## src/rtl/data_mem_axi_bridge.sv

```systemverilog
// data_mem_axi_bridge
//   Bridges the CPU data-memory request FSM (level request / pulse ready
//   handshake) onto single-beat AXI4 read and write transactions toward DDR.
//   Only one transaction is outstanding at any time.
//
// Parameters
//   ADDR_W          request / AXI address width
//   ERR_ON_MISALIGN 1: an access whose address is not a multiple of its size
//                   completes immediately with resp_error and no AXI traffic
//
// Optional build macro
//   DATA_MEM_AXI_TIMEOUT_EN  adds a 16-bit watchdog on every AXI wait state;
//                            on expiry the request completes with resp_error.
//
// Ports
//   clk, rst                      clock, asynchronous active-high reset
//   address_to_mem                byte address of the request
//   read_request_to_mem           level read request (wins over write)
//   write_request_to_mem          level write request
//   size_select_to_mem            00=1B 01=2B 10=4B 11=8B
//   write_data_to_mem             LSB-aligned write data, valid in the capture cycle
//   read_data_from_mem            zero-extended read data, held until the next read
//   read_ready_from_mem           one-cycle pulse: read finished
//   write_ready_from_mem          one-cycle pulse: write data will be captured next cycle
//   write_finished_from_mem       one-cycle pulse: write finished
//   resp_error                    pulse alongside read_ready / write_finished on error
//   m_axi_*                       AXI4 master read/write channels (single beat)

module data_mem_axi_bridge #(
    parameter int ADDR_W          = 64,
    parameter bit ERR_ON_MISALIGN = 1'b1
) (
    input  logic              clk,
    input  logic              rst,
    input  logic [ADDR_W-1:0] address_to_mem,
    input  logic              read_request_to_mem,
    input  logic              write_request_to_mem,
    input  logic [1:0]        size_select_to_mem,
    input  logic [63:0]       write_data_to_mem,
    output logic [63:0]       read_data_from_mem,
    output logic              read_ready_from_mem,
    output logic              write_ready_from_mem,
    output logic              write_finished_from_mem,
    output logic              resp_error,
    output logic [ADDR_W-1:0] m_axi_araddr,
    output logic [2:0]        m_axi_arsize,
    output logic              m_axi_arvalid,
    input  logic              m_axi_arready,
    input  logic [63:0]       m_axi_rdata,
    input  logic [1:0]        m_axi_rresp,
    input  logic              m_axi_rvalid,
    input  logic              m_axi_rlast,
    output logic              m_axi_rready,
    output logic [ADDR_W-1:0] m_axi_awaddr,
    output logic [2:0]        m_axi_awsize,
    output logic              m_axi_awvalid,
    input  logic              m_axi_awready,
    output logic [63:0]       m_axi_wdata,
    output logic [7:0]        m_axi_wstrb,
    output logic              m_axi_wlast,
    output logic              m_axi_wvalid,
    input  logic              m_axi_wready,
    input  logic [1:0]        m_axi_bresp,
    input  logic              m_axi_bvalid,
    output logic              m_axi_bready
);

    typedef enum logic [3:0] {
        IDLE, RD_ADDR, RD_DATA, RD_DONE,
        WR_ACK, WR_CAPT, WR_XFER, WR_RESP, WR_DONE,
        ERR_DONE
    } state_t;

    state_t            state_q, state_d;
    logic [ADDR_W-1:0] addr_q, addr_d;
    logic [1:0]        size_q, size_d;
    logic              is_wr_q, is_wr_d;
    logic [63:0]       rdata_q, rdata_d;
    logic [63:0]       wdata_q, wdata_d;
    logic [7:0]        wstrb_q, wstrb_d;
    logic              aw_pend_q, aw_pend_d;
    logic              w_pend_q, w_pend_d;
    logic              rd_rdy_q, rd_rdy_d;
    logic              wr_fin_q, wr_fin_d;
    logic              err_q, err_d;
    logic              tmo_hit;

    // Single-beat transfers: rlast carries no information.
    logic unused_rlast;
    assign unused_rlast = m_axi_rlast;

    function automatic logic [63:0] size_mask(input logic [1:0] sz);
        case (sz)
            2'b00:   return 64'h0000_0000_0000_00FF;
            2'b01:   return 64'h0000_0000_0000_FFFF;
            2'b10:   return 64'h0000_0000_FFFF_FFFF;
            default: return 64'hFFFF_FFFF_FFFF_FFFF;
        endcase
    endfunction

    function automatic logic [7:0] size_strb(input logic [1:0] sz);
        case (sz)
            2'b00:   return 8'h01;
            2'b01:   return 8'h03;
            2'b10:   return 8'h0F;
            default: return 8'hFF;
        endcase
    endfunction

    // Misaligned when any address bit below the access size is set.
    function automatic logic is_misaligned(input logic [2:0] lo, input logic [1:0] sz);
        logic [2:0] low_bits;
        case (sz)
            2'b00:   low_bits = 3'b000;
            2'b01:   low_bits = 3'b001;
            2'b10:   low_bits = 3'b011;
            default: low_bits = 3'b111;
        endcase
        return |(lo & low_bits);
    endfunction

`ifdef DATA_MEM_AXI_TIMEOUT_EN
    logic [15:0] tmo_q;
    logic        in_wait;

    assign in_wait = (state_q == RD_ADDR) || (state_q == RD_DATA) ||
                     (state_q == WR_XFER) || (state_q == WR_RESP);
    assign tmo_hit = in_wait && (tmo_q == 16'hFFFF);

    // Restarts on every state change so each wait state gets a full window.
    always_ff @(posedge clk or posedge rst) begin
        if (rst) begin
            tmo_q <= '0;
        end else if (state_d != state_q || !in_wait) begin
            tmo_q <= '0;
        end else begin
            tmo_q <= tmo_q + 16'd1;
        end
    end
`else
    assign tmo_hit = 1'b0;
`endif

    // NOTE: every variable gets a default before the case so no path leaves
    // it unassigned; otherwise synthesis infers a latch.
    always_comb begin
        state_d   = state_q;
        addr_d    = addr_q;
        size_d    = size_q;
        is_wr_d   = is_wr_q;
        rdata_d   = rdata_q;
        wdata_d   = wdata_q;
        wstrb_d   = wstrb_q;
        aw_pend_d = aw_pend_q;
        w_pend_d  = w_pend_q;
        rd_rdy_d  = 1'b0;
        wr_fin_d  = 1'b0;
        err_d     = 1'b0;

        case (state_q)
            IDLE: begin
                if (read_request_to_mem || write_request_to_mem) begin
                    addr_d  = address_to_mem;
                    size_d  = size_select_to_mem;
                    is_wr_d = !read_request_to_mem;
                    if (ERR_ON_MISALIGN &&
                        is_misaligned(address_to_mem[2:0], size_select_to_mem)) begin
                        state_d  = ERR_DONE;
                        err_d    = 1'b1;
                        rd_rdy_d = read_request_to_mem;
                        wr_fin_d = !read_request_to_mem;
                    end else begin
                        state_d = read_request_to_mem ? RD_ADDR : WR_ACK;
                    end
                end
            end
            RD_ADDR: begin
                if (m_axi_arready) begin
                    state_d = RD_DATA;
                end else if (tmo_hit) begin
                    state_d  = RD_DONE;
                    rd_rdy_d = 1'b1;
                    err_d    = 1'b1;
                end
            end
            RD_DATA: begin
                if (m_axi_rvalid) begin
                    rdata_d  = (m_axi_rdata >> {addr_q[2:0], 3'b000}) & size_mask(size_q);
                    rd_rdy_d = 1'b1;
                    err_d    = (m_axi_rresp != 2'b00);
                    state_d  = RD_DONE;
                end else if (tmo_hit) begin
                    state_d  = RD_DONE;
                    rd_rdy_d = 1'b1;
                    err_d    = 1'b1;
                end
            end
            RD_DONE: begin
                // Wait for the request to drop so a held request is not re-issued.
                if (!read_request_to_mem) state_d = IDLE;
            end
            WR_ACK: state_d = WR_CAPT;
            WR_CAPT: begin
                wdata_d   = write_data_to_mem << {addr_q[2:0], 3'b000};
                wstrb_d   = size_strb(size_q) << addr_q[2:0];
                aw_pend_d = 1'b1;
                w_pend_d  = 1'b1;
                state_d   = WR_XFER;
            end
            WR_XFER: begin
                // AW and W retire independently, in either order.
                if (m_axi_awready) aw_pend_d = 1'b0;
                if (m_axi_wready)  w_pend_d  = 1'b0;
                if (!aw_pend_d && !w_pend_d) begin
                    state_d = WR_RESP;
                end else if (tmo_hit) begin
                    aw_pend_d = 1'b0;
                    w_pend_d  = 1'b0;
                    state_d   = WR_DONE;
                    wr_fin_d  = 1'b1;
                    err_d     = 1'b1;
                end
            end
            WR_RESP: begin
                if (m_axi_bvalid) begin
                    wr_fin_d = 1'b1;
                    err_d    = (m_axi_bresp != 2'b00);
                    state_d  = WR_DONE;
                end else if (tmo_hit) begin
                    wr_fin_d = 1'b1;
                    err_d    = 1'b1;
                    state_d  = WR_DONE;
                end
            end
            WR_DONE: begin
                if (!write_request_to_mem) state_d = IDLE;
            end
            ERR_DONE: begin
                if (is_wr_q ? !write_request_to_mem : !read_request_to_mem) state_d = IDLE;
            end
            default: state_d = IDLE;
        endcase
    end

    // NOTE: state registers use non-blocking assignments so every flop
    // samples pre-edge values regardless of statement order.
    always_ff @(posedge clk or posedge rst) begin
        if (rst) begin
            state_q   <= IDLE;
            addr_q    <= '0;
            size_q    <= '0;
            is_wr_q   <= 1'b0;
            rdata_q   <= '0;
            wdata_q   <= '0;
            wstrb_q   <= '0;
            aw_pend_q <= 1'b0;
            w_pend_q  <= 1'b0;
            rd_rdy_q  <= 1'b0;
            wr_fin_q  <= 1'b0;
            err_q     <= 1'b0;
        end else begin
            state_q   <= state_d;
            addr_q    <= addr_d;
            size_q    <= size_d;
            is_wr_q   <= is_wr_d;
            rdata_q   <= rdata_d;
            wdata_q   <= wdata_d;
            wstrb_q   <= wstrb_d;
            aw_pend_q <= aw_pend_d;
            w_pend_q  <= w_pend_d;
            rd_rdy_q  <= rd_rdy_d;
            wr_fin_q  <= wr_fin_d;
            err_q     <= err_d;
        end
    end

    assign read_data_from_mem      = rdata_q;
    assign read_ready_from_mem     = rd_rdy_q;
    assign write_finished_from_mem = wr_fin_q;
    assign resp_error              = err_q;
    assign write_ready_from_mem    = (state_q == WR_ACK);

    assign m_axi_araddr  = {addr_q[ADDR_W-1:3], 3'b000};
    assign m_axi_awaddr  = {addr_q[ADDR_W-1:3], 3'b000};
    assign m_axi_arsize  = {1'b0, size_q};
    assign m_axi_awsize  = {1'b0, size_q};
    assign m_axi_arvalid = (state_q == RD_ADDR);
    assign m_axi_rready  = (state_q == RD_DATA);
    assign m_axi_awvalid = (state_q == WR_XFER) && aw_pend_q;
    assign m_axi_wvalid  = (state_q == WR_XFER) && w_pend_q;
    assign m_axi_wlast   = m_axi_wvalid;
    assign m_axi_wdata   = wdata_q;
    assign m_axi_wstrb   = wstrb_q;
    assign m_axi_bready  = (state_q == WR_RESP);

endmodule
```

## config.mk

```make
export PLATFORM = sky130hd
export DESIGN_NAME = data_mem_axi_bridge
export DESIGN_NICKNAME = d
export VERILOG_FILES = /design/src/rtl/data_mem_axi_bridge.sv
export SDC_FILE = /design/constraint.sdc
export NUM_CORES = 1
export LEC_CHECK = 0
export CORE_AREA = 2 2 189 191
export DETAILED_ROUTE_END_ITERATION = 7
export DIE_AREA = 0 0 191 193
export GPL_TIMING_DRIVEN = 0
export PLACE_DENSITY = 0.75
export SLEW_MARGIN = 20
export SYNTH_ARGS = -nofsm -noshare
export SYNTH_HDL_FRONTEND = slang
export SYNTH_SLANG_ARGS = --single-unit
```

## constraint.sdc

```tcl
create_clock -name clk -period 9.4 [get_ports clk]
set_input_delay 2.82 -clock clk [delete_from_list [all_inputs] [get_ports clk]]
set_output_delay 2.82 -clock clk [all_outputs]
set_load 0.02 [all_outputs]
```

# ---- After elaboration in Yosys (flattened, before gate mapping)
# Index checks and enable logic that the tools add are counted.
dict set report op_classes {
  n_eq_ne 21
  shifts 3
  muxes 39
  n_bitwise 2
  reduce_logical 18
}
# cell n
set op_table {}
lappend op_table {{$pmux 64 s3} 1}
lappend op_table {{$mux 64} 2}
lappend op_table {{$and 64x64->64} 1}
lappend op_table {{$shl 64x6->64} 1}
lappend op_table {{$shr 64x6->64} 1}
lappend op_table {{$pmux 4 s10} 1}
lappend op_table {{$mux 4} 9}
lappend op_table {{$pmux 8 s3} 1}
lappend op_table {{$eq 4x3->1 const B} 4}
lappend op_table {{$mux 1} 15}
lappend op_table {{$ne 2x2->1 const B} 7}
lappend op_table {{$mux 3} 3}
lappend op_table {{$pmux 3 s3} 1}
lappend op_table {{$eq 4x2->1 const B} 2}
lappend op_table {{$eq 4x4->1 const B} 2}
lappend op_table {{$mux 8} 1}
lappend op_table {{$pmux 1 s2} 4}
lappend op_table {{$reduce_and 8->1} 1}
lappend op_table {{$shl 8x3->8} 1}
lappend op_table {{$reduce_bool 2->1} 3}
lappend op_table {{$eq 2x1->1 const B} 2}
lappend op_table {{$eq 2x2->1 const B} 2}
lappend op_table {{$eq 4x1->1 const B} 1}
lappend op_table {{$logic_not 1->1} 4}
lappend op_table {{9 further kinds} 13}
dict set report word_totals {
  reg_bits 212
  out_inout_bits 280
  wordCells 95
}

# ---- Longest topological paths before layout
dict set report logic_depth {
  depth_word 9
  depth_mapped 7
  ltp_nobuf 5
}

# ---- Worst setup path after synthesis
# Ideal clock, no wire load.
dict set report synth_path {
  kind {flip-flop to output port}
  startpoint {register state_q[0]}
  endpoint {output m_axi_arvalid}
  t_arrival_ns 1.583
  t_required_ns 6.580
  path_slack_ns 4.997
  path_stages_with_launch 4
  path_cell_list {dfrtp_1 buf_2 clkbuf_1 nor4b_1}
}
dict set report synth_via {
  elab_chain_len 1
}
# element line
set synth_lines {}
lappend synth_lines {{start: declaration} 74} ;# state_t state_q, state_d;
lappend synth_lines {{start signal: assignment} 262} ;# state_q <= state_d;
lappend synth_lines {{$eq 4x1->1} 287} ;# assign m_axi_arvalid = (state_q == RD_ADDR);
lappend synth_lines {{end: declaration} 47} ;# output logic m_axi_arvalid,
# No other way between the ends.

# ---- Final worst setup path
# Same ends and word-level chain as after synthesis.

==> metrics.txt <==
# TYPE chip_impl_metric gauge
chip_impl_info{name="outcome",value="finished, final reports clean"} 1
chip_impl_metric{name="cp.buffers_inverters",unit=""} 3
chip_impl_metric{name="power_switching",unit="W"} 0.00287
chip_impl_metric{name="ys_seq_area_share",unit="%"} 44.5
chip_impl_metric{name="dr.pass1.iters",unit=""} 5
chip_impl_metric{name="finalClockSkew",unit="ns"} 0.0206
chip_impl_metric{name="ys_types",unit=""} 48
chip_impl_info{name="cp-startpoint",value="state_q[0]$_DFFE_PP0P_"} 1
chip_impl_info{name="crit-reg2reg-launch",value="state_q[0]$_DFFE_PP0P_"} 1
chip_impl_metric{name="maxClockFrequency",unit="GHz"} 0.189
chip_impl_metric{name="insertion_delay",unit="ns"} 0.53
chip_impl_metric{name="mapped_avg_cell_area",unit="um2"} 9.58
chip_impl_metric{name="synth_async_sr_flop_share",unit="%"} 100
chip_impl_metric{name="post_drt_wl_per_cell",unit="um"} 22.3
chip_impl_info{name="synth_area_leaders",value="sky130_fd_sc_hd__dfrtp_1, sky130_fd_sc_hd__nand2_1, sky130_fd_sc_hd__mux2i_1, sky130_fd_sc_hd__buf_4, sky130_fd_sc_hd__o21ai_0"} 1
chip_impl_metric{name="netlist_instances",unit=""} 1244
chip_impl_metric{name="setup.reg_to_reg.worst_slack",unit="ns"} 6.91
chip_impl_metric{name="detailedPlacementHpwl",unit="mm"} 38.8
chip_impl_metric{name="syn-cell-area",unit="um2"} 11900
chip_impl_metric{name="final-hold-violation-count",unit=""} 0
chip_impl_metric{name="io_buffer_count",unit=""} 478
chip_impl_metric{name="synth-seq-cells",unit=""} 212
chip_impl_info{name="mostFrequentLayoutCell",value="sky130_fd_sc_hd__clkdlybuf4s50_1"} 1
chip_impl_metric{name="finalWorstSetupSlack",unit="ns"} 4.11
chip_impl_metric{name="swShare",unit="%"} 43.2
chip_impl_info{name="postSynth.topFlopCell",value="sky130_fd_sc_hd__dfrtp_1"} 1
chip_impl_metric{name="whs_path_depth",unit=""} 1
chip_impl_metric{name="power.combinational.fraction",unit="%"} 60.7
chip_impl_metric{name="critical_path_arrival",unit="ns"} 2.47
chip_impl_info{name="commonest_cells_after_routing_fill_and_taps_aside",value="sky130_fd_sc_hd__clkdlybuf4s50_1, sky130_fd_sc_hd__nand2_1, sky130_fd_sc_hd__dfrtp_1, sky130_fd_sc_hd__buf_4, sky130_fd_sc_hd__o21ai_0"} 1
chip_impl_info{name="hold_path_class",value="flip-flop to flip-flop"} 1
chip_impl_metric{name="intPower",unit="W"} 0.00377
chip_impl_metric{name="globalplace.congestion",unit=""} 0.926
chip_impl_metric{name="dpl_worst_slack",unit="ns"} 4.51
chip_impl_metric{name="number_of_hold_repair_buffers_added_at_the_cts_stage",unit=""} 0
chip_impl_metric{name="core_area",unit="um2"} 35000
chip_impl_info{name="regToRegEndpoint",value="m_axi_wdata[6]$_DFFE_PP0P_"} 1
chip_impl_metric{name="powerDensity",unit="nW/um2"} 365
chip_impl_metric{name="io_pins",unit=""} 488
chip_impl_metric{name="fp.dieH",unit="um"} 193
chip_impl_info{name="setup_repair_after_global_routing_missed_its_margin",value="false"} 1
chip_impl_metric{name="synth-edff-count",unit=""} 0
chip_impl_metric{name="yosys_warnings",unit=""} 0
chip_impl_metric{name="placement.cell_area",unit="um2"} 17400
chip_impl_metric{name="critPathMaxFanout",unit=""} 10
chip_impl_metric{name="finalWirelength",unit="mm"} 49.9
chip_impl_metric{name="vdd.ir_drop.worst",unit="uV"} 178
chip_impl_metric{name="final_critical_path_time_including_i_o_delays_and_setup",unit="ns"} 5.29
chip_impl_metric{name="p_clk_share",unit="%"} 14.8
chip_impl_metric{name="relSlewSlack",unit="%"} 35.5
chip_impl_metric{name="post-route-drc-count",unit=""} 0
chip_impl_metric{name="post-cts-setup-buffers",unit=""} 0
chip_impl_info{name="worst_hold_path.endpoint",value="m_axi_wstrb[0]$_DFFE_PP0P_"} 1
chip_impl_info{name="criticalPathCategory",value="flip-flop to primary output"} 1
chip_impl_metric{name="synth_largest_type_area_fraction",unit="%"} 44.5
chip_impl_info{name="timing.critical_path.cells",value="buf_2 -> clkbuf_1 -> nor4b_1 -> clkdlybuf4s50_1"} 1
chip_impl_info{name="critical_path.endpoint_type",value="primary output"} 1
chip_impl_metric{name="drt-initial-drc-count",unit=""} 860
chip_impl_metric{name="vias_per_cell",unit=""} 5.26
chip_impl_metric{name="timing_worst_slew_pin_value",unit="ns"} 0.968
chip_impl_metric{name="seq_power_share",unit="%"} 24.5
chip_impl_metric{name="postLayoutCellArea",unit="um2"} 18200
chip_impl_metric{name="leakage",unit="nW"} 8.11
chip_impl_metric{name="maxSlewViolCount",unit=""} 0
chip_impl_metric{name="initial_core_util",unit="%"} 34.1
chip_impl_metric{name="drtAntennaViolNets",unit=""} 0
chip_impl_info{name="netlist.top_cell.by_area",value="sky130_fd_sc_hd__dfrtp_1"} 1
chip_impl_metric{name="timing.critical_path.depth",unit=""} 4
chip_impl_metric{name="worst_r2r_path_depth",unit=""} 6
chip_impl_metric{name="clkTransAtPathRegs",unit="ns"} 0.06
chip_impl_info{name="critical_path.slowest_cell",value="sky130_fd_sc_hd__clkdlybuf4s50_1"} 1
chip_impl_metric{name="grt.total_usage",unit="%"} 26.2
chip_impl_metric{name="syn_to_final_growth",unit="%"} 52.6
chip_impl_metric{name="maxCapViolCount",unit=""} 0
chip_impl_metric{name="via_count",unit=""} 11765
chip_impl_metric{name="row_count",unit=""} 69
chip_impl_info{name="cpLargestDelayFamily",value="buffers and inverters"} 1
chip_impl_metric{name="grt_first_pass_wirelength",unit="mm"} 73.3
chip_impl_metric{name="number_of_sinks_driven_by_the_clock_tree",unit=""} 212
chip_impl_metric{name="cts_resized",unit=""} 0
chip_impl_metric{name="congestion_overflow_gr",unit=""} 0
chip_impl_metric{name="setup_violations",unit=""} 0
chip_impl_metric{name="critical_path_data_required_time",unit="ns"} 6.58
chip_impl_metric{name="clk_path_buf_depth",unit=""} 3
chip_impl_metric{name="final.period_utilization",unit="%"} 56.3
chip_impl_info{name="clk_root_buf",value="sky130_fd_sc_hd__clkbuf_16"} 1
chip_impl_metric{name="grt_antenna_before_repair",unit=""} 0
chip_impl_metric{name="post_route_cells_drive_above_1_share",unit="%"} 14.3
chip_impl_info{name="tritoncts_clock_tree",value="yes"} 1
chip_impl_metric{name="htree_levels",unit=""} 1
chip_impl_metric{name="cts_made_buffers",unit=""} 24
chip_impl_metric{name="finalNetCount",unit=""} 1965
chip_impl_info{name="holdCritStartpoint",value="m_axi_wstrb[0]$_DFFE_PP0P_"} 1
chip_impl_metric{name="floorplan.die_area",unit="um2"} 36900
chip_impl_info{name="timing.critical_path.from_type",value="flip-flop"} 1
chip_impl_metric{name="crit_path_max_incr_delay",unit="ns"} 0.69
chip_impl_metric{name="chipWidth",unit="um"} 191
chip_impl_metric{name="number_of_global_route_vias_before_repair",unit=""} 11855
chip_impl_metric{name="grt_start_max_net_pins",unit=""} 98
[cells by family after synthesis]
logic type | synth area share [%]
muxes | 15.6
and+or+nand+nor | 13.8
DFF | 44.5
AOI/OAI and AO/OA | 14.4
buffers and inverters | 11.6
other | 0.0315
[area by class of cell]
cell class / instances / area [um2]
fillers: 3236 / 16800
well taps: 461 / 577
plain buffers: 221 / 1380
clock buffers: 32 / 682
flip-flops and latches: 212 / 5310
multi-input cells: 815 / 5250
clock inverters: 11 / 134
inverters: 3 / 18.8
diodes: 1 / 2.50
repair buffers: 480 / 4840
[how the worst max path moves through the flow]
stage	to	slack, ns
after CTS	m_axi_arvalid	4.06
after global routing	m_axi_arvalid	3.89
after global placement	read_data_from_mem[27]$_DFFE_PP0P_	-2.12
final	m_axi_arvalid	4.11
after detailed placement	addr_q[47]$_DFFE_PP0P_	4.51
after floorplan	addr_q[0]$_DFFE_PP0P_	0.79
[flip-flops by register name, indices dropped and copies added (netlist names)]
name / flops
state_q: 4
write_finished_from_mem: 1
m_axi_wdata: 64
m_axi_wstrb: 8
size_q: 2
read_data_from_mem: 64
resp_error: 1
w_pend_q: 1
is_wr_q: 1
addr_q: 64
aw_pend_q: 1
read_ready_from_mem: 1
[power by group through the flow]
stage	Combinational [W]	Sequential, W	Clock [W]
global placement	0.00395	0.00162	0
finish	0.00402	0.00163	0.000983
CTS	0.00402	0.00162	0.00101
floorplan	0.00205	0.00181	0
detailed placement	0.00401	0.00162	0
global route	0.00427	0.00167	0.00104
[cells in the mapped netlist, types with 3 or more instances]
cell type	instances
sky130_fd_sc_hd__buf_2	29
sky130_fd_sc_hd__mux2i_1	112
sky130_fd_sc_hd__nand3_1	4
sky130_fd_sc_hd__o22a_1	8
sky130_fd_sc_hd__nor3b_1	3
sky130_fd_sc_hd__o21ai_0	120
sky130_fd_sc_hd__nor2_1	16
sky130_fd_sc_hd__clkbuf_1	49
sky130_fd_sc_hd__and3b_1	3
sky130_fd_sc_hd__inv_1	3
sky130_fd_sc_hd__o31ai_1	4
sky130_fd_sc_hd__nand2_1	319
sky130_fd_sc_hd__mux2_2	17
sky130_fd_sc_hd__o22ai_1	8
sky130_fd_sc_hd__a211oi_1	33
sky130_fd_sc_hd__a21o_1	3
sky130_fd_sc_hd__buf_1	7
sky130_fd_sc_hd__and2_1	3
sky130_fd_sc_hd__nor2b_1	20
sky130_fd_sc_hd__mux4_2	24
sky130_fd_sc_hd__a22o_1	57
sky130_fd_sc_hd__buf_4	136
sky130_fd_sc_hd__dfrtp_1	212
sky130_fd_sc_hd__a21oi_1	25
[through the flow]
step	total power [W]	setup TNS, ns	hold slack (ns)	utilization, %	cells
floorplan	0.00386	0	0.458	-	1251
global placement	0.00557	-444.60	0.468	49.5	2190
detailed placement	0.00563	0	0.469	49.7	2192
CTS	0.00665	0	0.482	52.0	2235
global route	0.00698	0	0.486	52.0	2235
finish	0.00663	0	0.477	52.0	2236
[layer usage]
metal  vias up  share of wire, %  wire (um)  GRT usage (%)
li1       5206                 -          -              -
met1      5775                42      20800           34.9
met2       691                47      23500           43.2
met5         -                 0          0              0
met3        93               8.1       4050           4.54
met4         0               3.2       1590           8.86
(Power assumes the default switching activity.)
